$ cat src/rtl/spi_reg_bank.sv
// spi_reg_bank: SPI register bank behind the APB slave FSM.
// Holds CTRL and CLKDIV, a TX FIFO feeding the shift engine, and an RX FIFO
// filled by it. Read data and the error flag are registered one cycle after
// the strobe.
// Optional interrupt block: define SPI_REG_BANK_IRQ_EN to add INT_EN/INT_STAT
// and a live irq_out. Without it, those offsets are unmapped and irq_out is 0.
module spi_reg_bank #(
   parameter int                    DATA_WIDTH   = 32,
   parameter int                    ADDR_WIDTH   = 32,
   parameter logic [ADDR_WIDTH-1:0] SPI_REG_BASE = 32'ha0300000,
   parameter int                    FIFO_DEPTH   = 4,
   parameter int                    FRAME_WIDTH  = 8
) (
   input  logic                   apb_clk_in,
   input  logic                   apb_rstn_in,
   input  logic [ADDR_WIDTH-1:0]  reg_addr_in,
   input  logic                   reg_wr_en_in,
   input  logic                   reg_rd_en_in,
   input  logic [DATA_WIDTH-1:0]  reg_wdata_in,
   output logic [DATA_WIDTH-1:0]  reg_rdata_out,
   output logic                   reg_err_out,
   output logic                   ctrl_en_out,
   output logic                   ctrl_cpol_out,
   output logic                   ctrl_cpha_out,
   output logic                   ctrl_lsb_first_out,
   output logic                   ctrl_ss_out,
   output logic [15:0]            clkdiv_out,
   output logic                   tx_valid_out,
   output logic [FRAME_WIDTH-1:0] tx_data_out,
   input  logic                   tx_ready_in,
   input  logic                   rx_valid_in,
   input  logic [FRAME_WIDTH-1:0] rx_data_in,
   input  logic                   busy_in,
   output logic                   irq_out
);

   localparam int PW = (FIFO_DEPTH > 1) ? $clog2(FIFO_DEPTH) : 1;
   localparam int CW = PW + 1;
   localparam logic [CW-1:0] DEPTH_C = CW'(FIFO_DEPTH);

   localparam logic [4:0] OFF_CTRL     = 5'h00;
   localparam logic [4:0] OFF_CLKDIV   = 5'h04;
   localparam logic [4:0] OFF_STATUS   = 5'h08;
   localparam logic [4:0] OFF_TXDATA   = 5'h0C;
   localparam logic [4:0] OFF_RXDATA   = 5'h10;
   localparam logic [4:0] OFF_INT_EN   = 5'h14;
   localparam logic [4:0] OFF_INT_STAT = 5'h18;

   // Register state
   logic [DATA_WIDTH-1:0]  rdata_q, rdata_d;
   logic                   err_q, err_d;
   logic [4:0]             ctrl_q;
   logic [15:0]            clkdiv_q;
   logic                   ovf_q, ovf_d;

   // FIFO state
   logic [FRAME_WIDTH-1:0] tx_mem_q [FIFO_DEPTH];
   logic [FRAME_WIDTH-1:0] rx_mem_q [FIFO_DEPTH];
   logic [PW-1:0]          tx_wptr_q, tx_rptr_q, rx_wptr_q, rx_rptr_q;
   logic [CW-1:0]          tx_cnt_q, rx_cnt_q;

   logic                   hit, mapped;
   logic [4:0]             offset;
   logic                   tx_empty, tx_full, rx_empty, rx_full;
   logic                   tx_push, tx_pop, rx_push, rx_pop;
   logic                   status_clr;
   logic [DATA_WIDTH-1:0]  status_w, rxdata_w;

`ifdef SPI_REG_BANK_IRQ_EN
   logic [2:0]             int_en_q, int_stat_q, int_stat_d, cond_prev_q, cond_w;
   logic                   irq_q;
`endif

   assign offset   = reg_addr_in[4:0];
   assign hit      = (reg_addr_in[ADDR_WIDTH-1:5] == SPI_REG_BASE[ADDR_WIDTH-1:5]) &&
                     (reg_addr_in[1:0] == 2'b00);

   assign tx_empty = (tx_cnt_q == '0);
   assign tx_full  = (tx_cnt_q == DEPTH_C);
   assign rx_empty = (rx_cnt_q == '0);
   assign rx_full  = (rx_cnt_q == DEPTH_C);

   assign tx_valid_out = ctrl_q[0] && !tx_empty;
   assign tx_data_out  = tx_mem_q[tx_rptr_q];

   // A full FIFO rejects a push even when a pop happens in the same cycle.
   assign tx_pop     = tx_valid_out && tx_ready_in;
   assign tx_push    = reg_wr_en_in && hit && (offset == OFF_TXDATA) && !tx_full;
   assign rx_push    = rx_valid_in && !rx_full;
   assign rx_pop     = reg_rd_en_in && hit && (offset == OFF_RXDATA) && !rx_empty;
   assign status_clr = reg_wr_en_in && hit && (offset == OFF_STATUS) && reg_wdata_in[5];

   // Decode the offset, assemble read data and the error flag for this strobe
   always_comb begin
      mapped   = 1'b0;
      status_w = '0;
      rxdata_w = '0;
      rdata_d  = '0;
      status_w[5:0]           = {ovf_q, busy_in, rx_full, rx_empty, tx_full, tx_empty};
      rxdata_w[FRAME_WIDTH-1:0] = rx_mem_q[rx_rptr_q];
      case (offset)
         OFF_CTRL, OFF_CLKDIV, OFF_STATUS, OFF_TXDATA, OFF_RXDATA: mapped = 1'b1;
`ifdef SPI_REG_BANK_IRQ_EN
         OFF_INT_EN, OFF_INT_STAT: mapped = 1'b1;
`endif
         default: mapped = 1'b0;
      endcase
      err_d = !hit || !mapped ||
              (reg_wr_en_in && (offset == OFF_TXDATA) && tx_full) ||
              (reg_rd_en_in && (offset == OFF_RXDATA) && rx_empty);
      if (reg_rd_en_in && !err_d) begin
         case (offset)
            OFF_CTRL:     rdata_d[4:0]  = ctrl_q;
            OFF_CLKDIV:   rdata_d[15:0] = clkdiv_q;
            OFF_STATUS:   rdata_d       = status_w;
            OFF_RXDATA:   rdata_d       = rxdata_w;
`ifdef SPI_REG_BANK_IRQ_EN
            OFF_INT_EN:   rdata_d[2:0]  = int_en_q;
            OFF_INT_STAT: rdata_d[2:0]  = int_stat_q;
`endif
            default:      rdata_d       = '0;
         endcase
      end
      // Overflow set beats a software clear landing in the same cycle.
      ovf_d = ovf_q;
      if (status_clr) ovf_d = 1'b0;
      if (rx_valid_in && rx_full) ovf_d = 1'b1;
   end

   // Register file, read response and sticky overflow flag
   always_ff @(posedge apb_clk_in or negedge apb_rstn_in) begin
      if (!apb_rstn_in) begin
         rdata_q  <= '0;
         err_q    <= 1'b0;
         ctrl_q   <= '0;
         clkdiv_q <= 16'd2;
         ovf_q    <= 1'b0;
      end else begin
         ovf_q <= ovf_d;
         if (reg_rd_en_in || reg_wr_en_in) begin
            rdata_q <= rdata_d;
            err_q   <= err_d;
         end
         if (reg_wr_en_in && !err_d) begin
            if (offset == OFF_CTRL)   ctrl_q   <= reg_wdata_in[4:0];
            if (offset == OFF_CLKDIV) clkdiv_q <= (reg_wdata_in[15:0] == 16'd0) ? 16'd1
                                                                               : reg_wdata_in[15:0];
         end
      end
   end

   // FIFO pointers and occupancy counts
   always_ff @(posedge apb_clk_in or negedge apb_rstn_in) begin
      if (!apb_rstn_in) begin
         tx_wptr_q <= '0;
         tx_rptr_q <= '0;
         tx_cnt_q  <= '0;
         rx_wptr_q <= '0;
         rx_rptr_q <= '0;
         rx_cnt_q  <= '0;
      end else begin
         if (tx_push) tx_wptr_q <= tx_wptr_q + 1'b1;
         if (tx_pop)  tx_rptr_q <= tx_rptr_q + 1'b1;
         if (tx_push && !tx_pop)      tx_cnt_q <= tx_cnt_q + 1'b1;
         else if (!tx_push && tx_pop) tx_cnt_q <= tx_cnt_q - 1'b1;
         if (rx_push) rx_wptr_q <= rx_wptr_q + 1'b1;
         if (rx_pop)  rx_rptr_q <= rx_rptr_q + 1'b1;
         if (rx_push && !rx_pop)      rx_cnt_q <= rx_cnt_q + 1'b1;
         else if (!rx_push && rx_pop) rx_cnt_q <= rx_cnt_q - 1'b1;
      end
   end

   // FIFO storage; data only, so no reset
   always_ff @(posedge apb_clk_in) begin
      if (tx_push) tx_mem_q[tx_wptr_q] <= reg_wdata_in[FRAME_WIDTH-1:0];
      if (rx_push) rx_mem_q[rx_wptr_q] <= rx_data_in;
   end

   assign ctrl_en_out        = ctrl_q[0];
   assign ctrl_cpol_out      = ctrl_q[1];
   assign ctrl_cpha_out      = ctrl_q[2];
   assign ctrl_lsb_first_out = ctrl_q[3];
   assign ctrl_ss_out        = ctrl_q[4];
   assign clkdiv_out         = clkdiv_q;
   assign reg_rdata_out      = rdata_q;
   assign reg_err_out        = err_q;

`ifdef SPI_REG_BANK_IRQ_EN
   assign cond_w = {ovf_q, !rx_empty, tx_empty};

   // Edge-detected status bits; a new edge wins over a W1C in the same cycle
   always_comb begin
      int_stat_d = int_stat_q;
      if (reg_wr_en_in && hit && (offset == OFF_INT_STAT))
         int_stat_d = int_stat_d & ~reg_wdata_in[2:0];
      int_stat_d = int_stat_d | (cond_w & ~cond_prev_q);
   end

   // Interrupt enable, status, condition history and registered irq
   always_ff @(posedge apb_clk_in or negedge apb_rstn_in) begin
      if (!apb_rstn_in) begin
         int_en_q    <= '0;
         int_stat_q  <= '0;
         cond_prev_q <= 3'b001;
         irq_q       <= 1'b0;
      end else begin
         if (reg_wr_en_in && hit && (offset == OFF_INT_EN)) int_en_q <= reg_wdata_in[2:0];
         int_stat_q  <= int_stat_d;
         cond_prev_q <= cond_w;
         irq_q       <= |(int_en_q & int_stat_q);
      end
   end

   assign irq_out = irq_q;
`else
   assign irq_out = 1'b0;
`endif

endmodule

$ cat config.mk
export PLATFORM = sky130hd
export DESIGN_NAME = spi_reg_bank
export DESIGN_NICKNAME = d
export VERILOG_FILES = /design/src/rtl/spi_reg_bank.sv
export SDC_FILE = /design/constraint.sdc
export NUM_CORES = 1
export LEC_CHECK = 0
export ABC_AREA = 1
export BUFFER_PORTS_ARGS = -buffer_cell sky130_fd_sc_hd__buf_2
export CORE_AREA = 3 3 163 149
export CTS_CLUSTER_SIZE = 28
export DETAILED_ROUTE_END_ITERATION = 10
export DIE_AREA = 0 0 166 152
export GPL_TIMING_DRIVEN = 0
export PLACE_DENSITY = 0.45
export SLEW_MARGIN = 0
export SYNTH_ARGS = -nofsm -noshare
export SYNTH_HDL_FRONTEND = slang
export SYNTH_SLANG_ARGS = --single-unit
export TNS_END_PERCENT = 10
$ cat constraint.sdc
create_clock -name apb_clk_in -period 2.8 [get_ports apb_clk_in]
set_input_delay 0.56 -clock apb_clk_in [delete_from_list [all_inputs] [get_ports apb_clk_in]]
set_output_delay 0.56 -clock apb_clk_in [all_outputs]
set_load 0.02 [all_outputs]
==> results of run 1 <==
[worst paths after layout]
kind / start / endpoint / slack, ps / cells past startpoint
min reg2reg: ovf_q / ovf_q / 470 / 2
max in group asynchronous: apb_rstn_in / tx_cnt_q[2] / 2120 / 1
max: tx_rptr_q[0] / tx_data_out[0] / 330 / 5
min in group apb_clk_in: rx_data_in[6] / rx_mem_q[3][6] / 370 / 1
min: apb_rstn_in / reg_rdata_out[12] / 200 / 1
max reg2reg: tx_cnt_q[0] / tx_cnt_q[1] / 610 / 8
[power groups by stage]
stage / clock (W) / sequential (W) / combinational [W]
final: 0.00209 / 0.00203 / 0.000445
after CTS: 0.00214 / 0.00203 / 0.000455
after detailed placement: 0 / 0.00206 / 0.000452
after global routing: 0.00222 / 0.00204 / 0.000517
after floorplan: 0 / 0.00205 / 0.000292
after global placement: 0 / 0.00207 / 0.000448
[repair_timing]
item | CTS | global route
endpoints found under the setup margin | 0 | 4
buffers inserted | 0 | 0
resized for setup | 0 | 2
[Yosys cell counts (all sizes together)]
cell	number
nand2	130
nor2	98
inv	68
edfxtp	64
dfrtp	52
o21ai	51
nand3	41
buf	28
nand4	12
ha	10
o22ai	9
a21oi	7
clkbuf	5
xor2	5
nor3	4
xnor2	3
fa	2
a21boi	1
clkinv	1
conb	1
dfstp	1
mux2	1
mux2i	1
nand3b	1
nor4	1
[routing by layer]
| metal | routed length [um] | share of wire [%] |
|---|---|---|
| met1 | 6870 | 46 |
| met2 | 7220 | 49 |
| met3 | 567 | 3.8 |
| met4 | 124 | 0.84 |
| met5 | 0 | 0 |
[placed cells by master (no fill, tap or decap), drive strengths merged, types with 2 or more instances in the layout]
master	netlist	layout
xnor2	3	3
ha	10	10
nand4	12	12
clkinv	1	8
inv	68	68
xor2	5	5
clkinvlp	0	4
a21oi	7	7
edfxtp	64	64
nand2	130	130
o22ai	9	9
buf	28	136
dfrtp	52	52
nor2	98	98
bufinv	0	2
fa	2	2
nor3	4	4
o21ai	51	51
nand3	41	41
conb	1	17
clkbuf	5	24
[area by class of cell]
cell class | instances | area share [%]
clock inverters | 13 | 1.89
well taps | 297 | 5.15
repair buffers | 108 | 7.53
plain buffers | 33 | 3.16
inverters | 69 | 3.59
clock buffers | 19 | 6.00
flip-flops and latches | 117 | 45.1
multi-input cells | 394 | 27.6
[sequential cells by signal, summed over array words and instances (netlist names)]
signal	cells
tx_rptr_q	2
ovf_q	1
ctrl_q	5
rx_wptr_q	2
reg_rdata_out	16
rx_mem_q	32
reg_err_out	1
tx_cnt_q	3
tx_wptr_q	2
rx_rptr_q	2
clkdiv_out	16
rx_cnt_q	3
tx_mem_q	32
[cells by family after synthesis]
kind of cell             count (synthesis)  share of synthesized area, %
adder cells (fa/ha/maj)                 12                          2.91
AO/OA/AOI/OAI                           68                          7.24
multiplexers                             2                         0.375
flip-flops                             117                          57.3
AND/OR/NAND/NOR                        287                          22.3
XOR/XNOR                                 8                          1.24
other                                    1                        0.0662
buffers and inverters                  102                          8.57
[worst max-delay path: stages (launching register included)]
cell,delay (ps)
sky130_fd_sc_hd__dfrtp_1,470
sky130_fd_sc_hd__inv_1,220
sky130_fd_sc_hd__clkbuf_2,300
sky130_fd_sc_hd__nor2_1,70
sky130_fd_sc_hd__o22ai_1,230
sky130_fd_sc_hd__buf_2,210
[per-stage QoR]
stage	cells	worst slack, ps	cell area [um^2]	util, %	power (W)
after CTS	1050	69.1	7210	31.9	0.00463
after detailed placement	1018	-1.48	6640	29.4	0.00252
final	1050	328	7210	31.9	0.00456
after global placement	1018	12.0	6640	29.4	0.00251
after global routing	1050	80.9	7210	31.9	0.00478
after floorplan	613	437	5730	-	0.00234
==> flow_results.org, run 1 <==
** Status
- The flow ran to the end, and the final reports show no timing, DRC or antenna violations.

** STA
- Share of the clock period used by the worst path :: between 80 and 90%
- Hold WS :: between 200 and 250 ps
- Slew HR :: 42.5%
- The hold violation count in the final report came to 0.
- For the finished layout, the period the worst path requires is between 2000 and 2500 ps.
- RSZ-0062 raised after global routing :: no
- Count of pins over their slew limit :: 0
- Setup TNS :: 0 ps
- Skew final :: ~8.7 ps
- Setup violations remaining at the end of the flow were counted as 0.
- F_max :: 0.405 GHz
- For the pin with the worst max-slew slack, the measured transition is between 800 and 900 ps.

** Global routing
- Maximum number of pins on one net before global-route repair :: 54
- Overall overflow remaining after global route :: 0
- In this run the most used layer during global routing was met2.
- Global routing used 15.0% of the available met1 tracks.
- Met2 track utilization from global routing :: around a fifth
- First-pass GRT wire length :: roughly 23 mm
- Met3 Use GR :: between 3 and 4%
- Number of global-route vias before repair :: approximately 4,200
- Global routing used between 10% and 20% of the available tracks across all layers.
- Antenna violations before repair :: 0

** Pwr
- Per report_power, the sequential group accounts for between 40% and 50% of the total.
- Clock power share :: 45.8%
- Switching part of the total power :: about a quarter
- Across the VDD grid, the largest voltage drop is around 0.00043 V.
- Power density over the cells :: ~630 nW/um^2
- The analysis attributes to net switching a power of about 0.0011 W.
- Power Internal :: between 0.003 and 0.004 W
- P_leak :: ~3.4 nW
- Combinational fraction of design power :: between 9 and 10%

** Worst setup path
- The worst setup path is captured at a primary output.
- Highest net fanout along the worst path :: 10
- STA classifies the critical path startpoint as a register.
- CP Class :: register to primary output
- Crit path required time :: 2240 ps
- At the worst endpoint, the arrival time is 1910 ps.

** Drt
- After detailed routing, the average wire length per cell comes to between 10 and 15 um.
- In this run, the number of DRC markers left after iteration 0 of detailed routing was approximately 170.
- Overall via count from detail_route :: approximately 4,200
- Dividing the detail-routed via count by the number of cells gives roughly 4.
- The first detailed-routing pass ran for 4 iterations.
- Antenna violation net count after detailed routing :: 0
- Total wire length after detailed routing :: approximately 15 mm
- For this run, design rule violations remaining after detail routing come to 0.

** Clock tree
- Root buffer selected by CTS :: sky130_fd_sc_hd__clkbuf_16
- Maximum root-to-sink buffer count :: 2
- TritonCTS built the clock tree.
- After clock tree synthesis, the flow added hold-fix buffers numbering 0.
- The clock drives between 100 and 150 sinks.
- H-Tree Depth :: 4
- The clock reaches the later pin of the worst-skew pair after 410 ps.
- Number of buffers added by the clock tree synthesis step :: 17
- After clock tree synthesis, the clock-pin slew on the worst setup and hold paths is approximately 60 ps.

** Finish
- The final layout contains 831 nets.
- In the final layout, flip-flops and latches occupy approximately 3200 um^2.
- In the final layout, the share of cells above drive strength 1 is a little over a quarter.
- Count of inserted antenna diode cells :: 0
- Filler Cell Count :: between 2,000 and 2,500
- Multi-input logic area :: ~2000 um^2
- Compared with the post-synthesis result, the final layout area differs by 27.3%.

** Place
- Detail Placement HPWL :: about 11 mm
- Routability-driven placement finished with a final weighted congestion of between 0.7 and 0.8.
- Input and output buffers added on the ports amount to between 100 and 150.

** Yosys
- Summing every instance area after synthesis gives 5670 um^2.
- In this run the mean area of a mapped cell was about 9.5 um^2.
- For this run, the number of Yosys warnings is 0.
- The synthesized design contains 117 register bits.
- Area share of the largest cell type after synthesis :: between 30 and 40%
- The synthesized design spends more area on one cell type than any other, namely sky130_fd_sc_hd__edfxtp_1.
- Top area cells in the synthesized netlist :: sky130_fd_sc_hd__edfxtp_1, sky130_fd_sc_hd__dfrtp_1, sky130_fd_sc_hd__nand2_1, sky130_fd_sc_hd__nor2_1, sky130_fd_sc_hd__inv_1
- Sequential elements use between 50% and 60% of the synthesized area.
- After synthesis, the netlist uses 37 different library cells.
- Counting every instance in the synthesized netlist gives 597.

** Floorplan
- Effective utilization at floorplan :: about 25%
- Die Outline Area :: around 25,000 um^2
- Placeable Area :: roughly 23,000 um^2
- During I/O placement, the number of pins put on the boundary was between 100 and 150.
- In this run the horizontal extent of the chip is 166 um.
- Height of the die :: between 150 and 200 um
- The floorplan has 52 rows.

** Flow run
- Across the run, the number of max-cap violations was 0.

** Min path
- Class of the worst hold path :: input port to async pin
Power figures use the tool's default switching activity.
==> run 2, diff against run 1 <==
CORE_AREA = 5 5 165 151   (was 3 3 163 149)
DIE_AREA = 0 0 170 156   (was 0 0 166 152)
clock period = 3 ns   (was 2.8 ns; I/O delays follow)
==> flow_results.org, run 2 (same netlist as run 1, synthesis figures left out) <==
** Pwr
- Power density over the cells :: between 600 and 700 nW/um^2
- Worst ir drop on vdd :: ~0.00032 V
- P_leak :: roughly 3.4 nW

** STA
- Slew HR :: around 41%
- RSZ-0062 raised after global routing :: no
- The count of pins over their slew limit is 0.
- At the pin with the least slew margin, the transition time is approximately 900 ps.
- Setup violations remaining at the end of the flow were counted as 0.
- Adding up every negative setup slack in the final design gives 0 ps.
- The hold violation count in the final report came to 0.
- The clock arrives with between 9 and 10 ps of skew.
- Final critical-path required period :: between 2000 and 3000 ps
- Share of the clock period used by the worst path :: between 90% and 100%
- F_max :: ~0.36 GHz

** Drt
- After detailed routing, the average wire length per cell comes to roughly 14 um.
- Wires add up to 15.1 mm.
- Dividing the detail-routed via count by the number of cells gives 4.07.
- Before antenna repair, the detailed router went through 5 iterations.
- For this block, the initial DRC count from the detailed router was roughly 170.
- Antenna violation net count after detailed routing :: 0
- Overall via count from detail_route :: ~4,300
- Total DRC errors in the routed layout :: 0

** Finish
- Final core utilization :: a little under a third
- Top Registers :: rx_mem_q: 32 flops, tx_mem_q: 32 flops
- Area used by sequential logic in the layout :: between 3000 and 4000 um^2
- In the final layout, the multi-input gates occupy around 2000 um^2.
- Syn-to-layout area delta :: 29.0%
- Leaving out fill and tap cells, the most frequent cells in the layout are sky130_fd_sc_hd__nand2_1, sky130_fd_sc_hd__buf_2, sky130_fd_sc_hd__nor2_1, sky130_fd_sc_hd__inv_1, sky130_fd_sc_hd__edfxtp_1.
- 0 antenna diodes ended up in the layout.
- For this run, the post-layout net count is a little over 800.
- Most common cell after layout, fill and taps aside :: sky130_fd_sc_hd__nand2_1
- Post-layout instance count excluding filler cells :: 1,055
- Layout cell share with drive strength beyond 1 :: a little over a quarter
- Fill cells in the final layout number 2,414.

** Floorplan
- In this run the vertical extent of the chip is approximately 160 um.
- Row generation in the floorplan step produced 53 rows.
- Die Outline Area :: 26,500 um^2
- The initial utilization of the core area, before any placement, comes to 24.6%.
- Placeable Area :: 23,000 um^2
- I/O Pins :: about 140
- From left edge to right edge, the die measures between 150 and 200 um.

** Place
- After detailed placement, the design holds a cell count of just over 1,000.
- Weighted congestion reported at the end of routability-driven placement :: roughly 0.73
- The HPWL after detailed placement is about 11 mm.
- Buffers placed on the I/O ports in this run total around 110.

** Clock tree
- After clock tree synthesis, the clock-pin slew on the worst setup and hold paths is roughly 60 ps.
- The tree is rooted in a sky130_fd_sc_hd__clkbuf_16.
- In this run, post-CTS hold repair placed 0 buffers.
- Buffers inserted during post-CTS setup optimization :: 0
- TritonCTS clock tree :: yes
- Number of buffers added by the clock tree synthesis step :: 17
- H-Tree Depth :: 4
- The clock passes through at most 2 buffers.
- Clock tree synthesis found a total of ~120 sinks.
- At the later pin of the worst-skew pair, clock insertion delay measures between 400 and 500 ps.
- Gates resized during post-CTS repair numbered 0.

** Min path
- In this run the worst hold path is classified as input port to async pin.

** Flow run
- Across the run, the number of max-cap violations was 0.

** Worst setup path
- STA puts the critical path data required time at 2400 ps.
- Kind of launch point of the worst setup path :: register
- Along the worst path, the maximum fanout reaches 10.
- Category of the worst setup path capture point :: primary output
- In this run the register-to-register setup slack is 820 ps.
- The worst setup path is of the register to primary output kind.
- Data on the critical path arrives at its endpoint at 2170 ps.

** Global routing
- Total GRT Usage :: between 10% and 20%
- Overall overflow remaining after global route :: 0
- Antenna violations before repair :: 0
- Maximum number of pins on one net before global-route repair :: 54
- The first global-routing pass estimated 23.8 mm of wire.
- The via count of the first global-routing pass is roughly 4,300.

** Status
- Run status :: finished, final reports clean
## run 2: cell types whose count changed in the layout (fill, tap and decap cells not counted), sizes merged
cell,delta
bufinv,+4
clkbuf,+1
clkinvlp,-2
inv,+1
clkinv,-4
## run 2: final cells by class
| class | instances | area share [%] |
|---|---|---|
| Tap cell | 302 | 5.17 |
| Sequential cell | 117 | 44.4 |
| Timing Repair Buffer | 108 | 7.43 |
| Clock buffer | 20 | 5.97 |
| Buffer | 33 | 3.10 |
| Clock inverter | 12 | 3.10 |
| Inverter | 69 | 3.54 |
| Multi-Input combinational cell | 394 | 27.2 |
## run 2: stage by stage
step / hold WS (ps) / total power [W] / cell area (um^2) / worst slack (ps)
floorplan: 304 / 0.00218 / 5730 / 608
global placement: 457 / 0.00235 / 6650 / 165
detailed placement: 460 / 0.00235 / 6650 / 169
CTS: 386 / 0.00467 / 7310 / 197
global route: 282 / 0.00483 / 7310 / 115
finish: 230 / 0.00462 / 7310 / 229
## run 2: worst max-delay path: stages (launching register included)
cell and delay [ps]:
sky130_fd_sc_hd__dfrtp_1 470, sky130_fd_sc_hd__inv_1 230, sky130_fd_sc_hd__clkbuf_1 480, sky130_fd_sc_hd__o21ai_0 220, sky130_fd_sc_hd__o22ai_1 160, sky130_fd_sc_hd__buf_2 190
## run 2: layer usage
layer,track usage [%],up-vias,wire length [um]
li1,-,2197,-
met1,15.0,1999,6930
met2,18.9,84,7100
met3,3.29,18,760
met4,4.11,0,304
met5,0,-,0
## run 2: final timing paths
path | start | endpoint | cells after the start
setup / recovery | tx_rptr_q[0] | tx_data_out[6] | 5
hold / removal | apb_rstn_in | reg_rdata_out[13] | 1
setup reg to reg | tx_cnt_q[0] | tx_cnt_q[1] | 8
hold reg to reg | ovf_q | ovf_q | 2
max in group asynchronous | apb_rstn_in | tx_cnt_q[2] | 1
min in group apb_clk_in | rx_data_in[3] | rx_mem_q[3][3] | 1
## run 2: where the power goes
group	internal, W	total, W	leakage [nW]	switching (W)
logic	0.000143	0.000415	1.84	0.000272
clock network	0.00156	0.00231	0.315	0.000751
registers	0.00184	0.00189	1.28	0.0000563
==> run 3, diff against run 2 <==
CORE_AREA = 5 5 157 159   (was 5 5 165 151)
DIE_AREA = 0 0 162 164   (was 0 0 170 156)
PLACE_DENSITY = 0.47   (was 0.45)
clock period = 2.2 ns   (was 3 ns; I/O delays follow)
==> flow_results.org, run 3 (same netlist as run 1, synthesis figures left out) <==
** Worst setup path
- STA classifies the critical path endpoint as a primary output.
- CP Class :: register to primary output
- Crit path required time :: 1760 ps
- Sequence of cells on the critical path :: clkbuf_4 -> o21ai_0 -> o22ai_1 -> buf_2
- Slowest library cell on the worst path :: sky130_fd_sc_hd__dfrtp_2
- The startpoint identified for the worst register-to-register timing path is tx_cnt_q[0].
- Critical path buffer and inverter count :: 2
- In this design, the stage delay of the slowest critical-path cell is roughly 450 ps.
- Reg-to-reg critical path endpoint :: tx_cnt_q[1]
- The worst setup path is launched from a register.
- Data arrives at the worst endpoint at 1600 ps.
- Flop2flop setup slack :: around 200 ps
- R2R cell count :: 8
- Highest net fanout along the worst path :: 10
- Grouping stages by cell kind, the critical path spends the most delay in flip-flops.

** Clock tree
- Latest clock arrival within the worst-skew pair :: between 400 and 500 ps
- TritonCTS built the clock tree.
- Root buffer selected by CTS :: sky130_fd_sc_hd__clkbuf_16
- Maximum root-to-sink buffer count :: 2
- The H-tree generated during clock tree synthesis spans 4 levels.
- Number of buffers added by the clock tree synthesis step :: 17
- Counting every sink on the clock net gives 117.
- Count of hold-fix buffers inserted at cts :: 0
- Clock slew at reported path FFs :: roughly 60 ps

** Drt
- The pre-antenna-repair detailed-routing pass consisted of 4 iterations.
- Drt initial violations :: 195
- Total DRC errors in the routed layout :: 0
- Antenna violation net count after detailed routing :: 0
- The final route contains 4,301 vias.
- Dividing the detail-routed via count by the number of cells gives between 4 and 5.
- For this block, the routed nets add up to roughly 14 mm of wire.
- In the final routed layout, each cell accounts on average for ~14 um.

** Global routing
- In the global route stage, overall resource usage came out at ~11%.
- Entering global routing, the biggest net connects 54 pins.
- The initial antenna violation count was 0.
- For this run the aggregate overflow at the end of global routing stands at 0.
- The via count of the first global-routing pass is 4,244.
- First-pass GRT wire length :: around 23 mm

** STA
- Slew HR :: approximately 44%
- Derived from the worst setup path, the maximum achievable clock frequency is between 0.4 and 0.5 GHz.
- Setup repair after global routing left no endpoint under its margin.
- Share of the clock period used by the worst path :: 92.7%
- Clock skew on the completed layout was measured at about 7.4 ps.
- Slew of the pin with the lowest slew margin :: 830 ps
- Setup TNS :: 0 ps
- Count of pins over their slew limit :: 0
- The hold violation count in the final report came to 0.
- Setup violations remaining at the end of the flow were counted as 0.
- Final critical-path required period :: just over 2000 ps

** Flow run
- The tool flagged a number of max-cap violations equal to 0.

** Floorplan
- In this run the standard cell core region covers between 20,000 and 25,000 um^2.
- The die is 162 um wide.
- about 140 I/O pins were placed.
- Number of placement rows :: 56
- Height of the die :: between 150 and 200 um
- For this configuration, the core starts out at a cell density of 24.5%.
- The floorplan step defined a die boundary enclosing between 20,000 and 30,000 um^2.

** Finish
- Post-layout instance count excluding filler cells :: 1,046
- The largest registers in the layout are rx_mem_q: 32 flops, tx_mem_q: 32 flops.
- Top library cells by usage in the layout, fill and taps aside :: sky130_fd_sc_hd__nand2_1, sky130_fd_sc_hd__buf_2, sky130_fd_sc_hd__nor2_1, sky130_fd_sc_hd__inv_1, sky130_fd_sc_hd__edfxtp_1
- Multi-input logic area :: just over 2000 um^2
- The number of antenna diodes in the final layout is 0.
- In the final layout, the share of cells above drive strength 1 is between 20 and 30%.
- Leaving out fill and tap cells, the most frequent cell in the layout is sky130_fd_sc_hd__nand2_1.
- Syn-to-layout area delta :: 28.4%
- Final net count :: about 830
- Fill cells in the final layout number roughly 2,400.
- Once layout is done, the placed cells without fillers occupy approximately 7300 um^2.
- Area used by sequential logic in the layout :: about 3300 um^2
- Final core utilization :: between 30% and 40%

** Pwr
- The worst-case IR drop observed on VDD is 0.000525 V.
- Power density over the cells :: roughly 800 nW/um^2
- Summed over all cells, the static leakage comes to 3.42 nW.
- Total power :: about 0.0058 W

** Place
- The congestion estimate from routability-driven global placement came to about 0.77.
- Placed Cells :: between 1,000 and 1,500
- IO buf count :: 108
- Placement Cell Area :: roughly 6600 um^2
- Once detailed placement completed, the half-perimeter wirelength came to around 11 mm.

** Min path
- The min-delay analysis places its worst path in the category input port to async pin.

** Status
- Run status :: finished, final reports clean
## run 3: area by class of cell
class / count / share of cell area (%)
Sequential cell: 117 / 44.7
Clock buffer: 23 / 6.57
Inverter: 69 / 3.59
Multi-Input combinational cell: 394 / 27.6
Clock inverter: 9 / 1.41
Tap cell: 290 / 4.99
Timing Repair Buffer: 112 / 7.91
Buffer: 32 / 3.22
## run 3: worst reg2reg max path, delay by kind of cell (launching register included)
kind                       cells  cell delay [ps]
muxes                          1              270
buffers and inverters          2              150
DFF                            1              430
and+or+nand+nor                3              400
adders and majority gates      2              630
## run 3: per-layer routing
metal / vias up / routed length [um] / GRT usage (%)
li1: 2212 / - / -
met1: 1993 / 6220 / 14.2
met2: 79 / 7290 / 19.1
met3: 17 / 730 / 3.09
met4: 0 / 176 / 3.69
met5: - / 0 / 0
## run 3: worst max path at each step
stage	start	cells after the start	end	slack (ps)
final	tx_rptr_q[0]	4	tx_data_out[6]	160
after global routing	tx_rptr_q[0]	4	tx_data_out[5]	3
after CTS	tx_rptr_q[0]	5	tx_data_out[6]	30
after detailed placement	reg_addr_in[1]	14	tx_cnt_q[2]	-480
after global placement	reg_addr_in[1]	14	tx_cnt_q[2]	-460
after floorplan	reg_addr_in[1]	13	tx_cnt_q[2]	-30
## run 3: what timing repair did
action / in CTS / in global routing
endpoints found under the setup margin: 10 / 18
resized for setup: 7 / 12
setup buffers: 0 / 4
cloned: 0 / 0
pin swaps: 0 / 1
## run 3: where the power goes
| group | switching [W] | internal [W] | total [W] |
|---|---|---|---|
| Sequential | 0.0000781 | 0.00251 | 0.00258 |
| Combinational | 0.000367 | 0.000197 | 0.000565 |
| Clock | 0.000935 | 0.00175 | 0.00268 |
| Total | 0.00138 | 0.00445 | 0.00583 |
## run 3: through the flow
step	hold WS, ps	setup slack [ps]
finish	66.0	161
global route	134	2.56
CTS	225	27.9
detailed placement	460	-485
global placement	458	-457
floorplan	144	-31.7
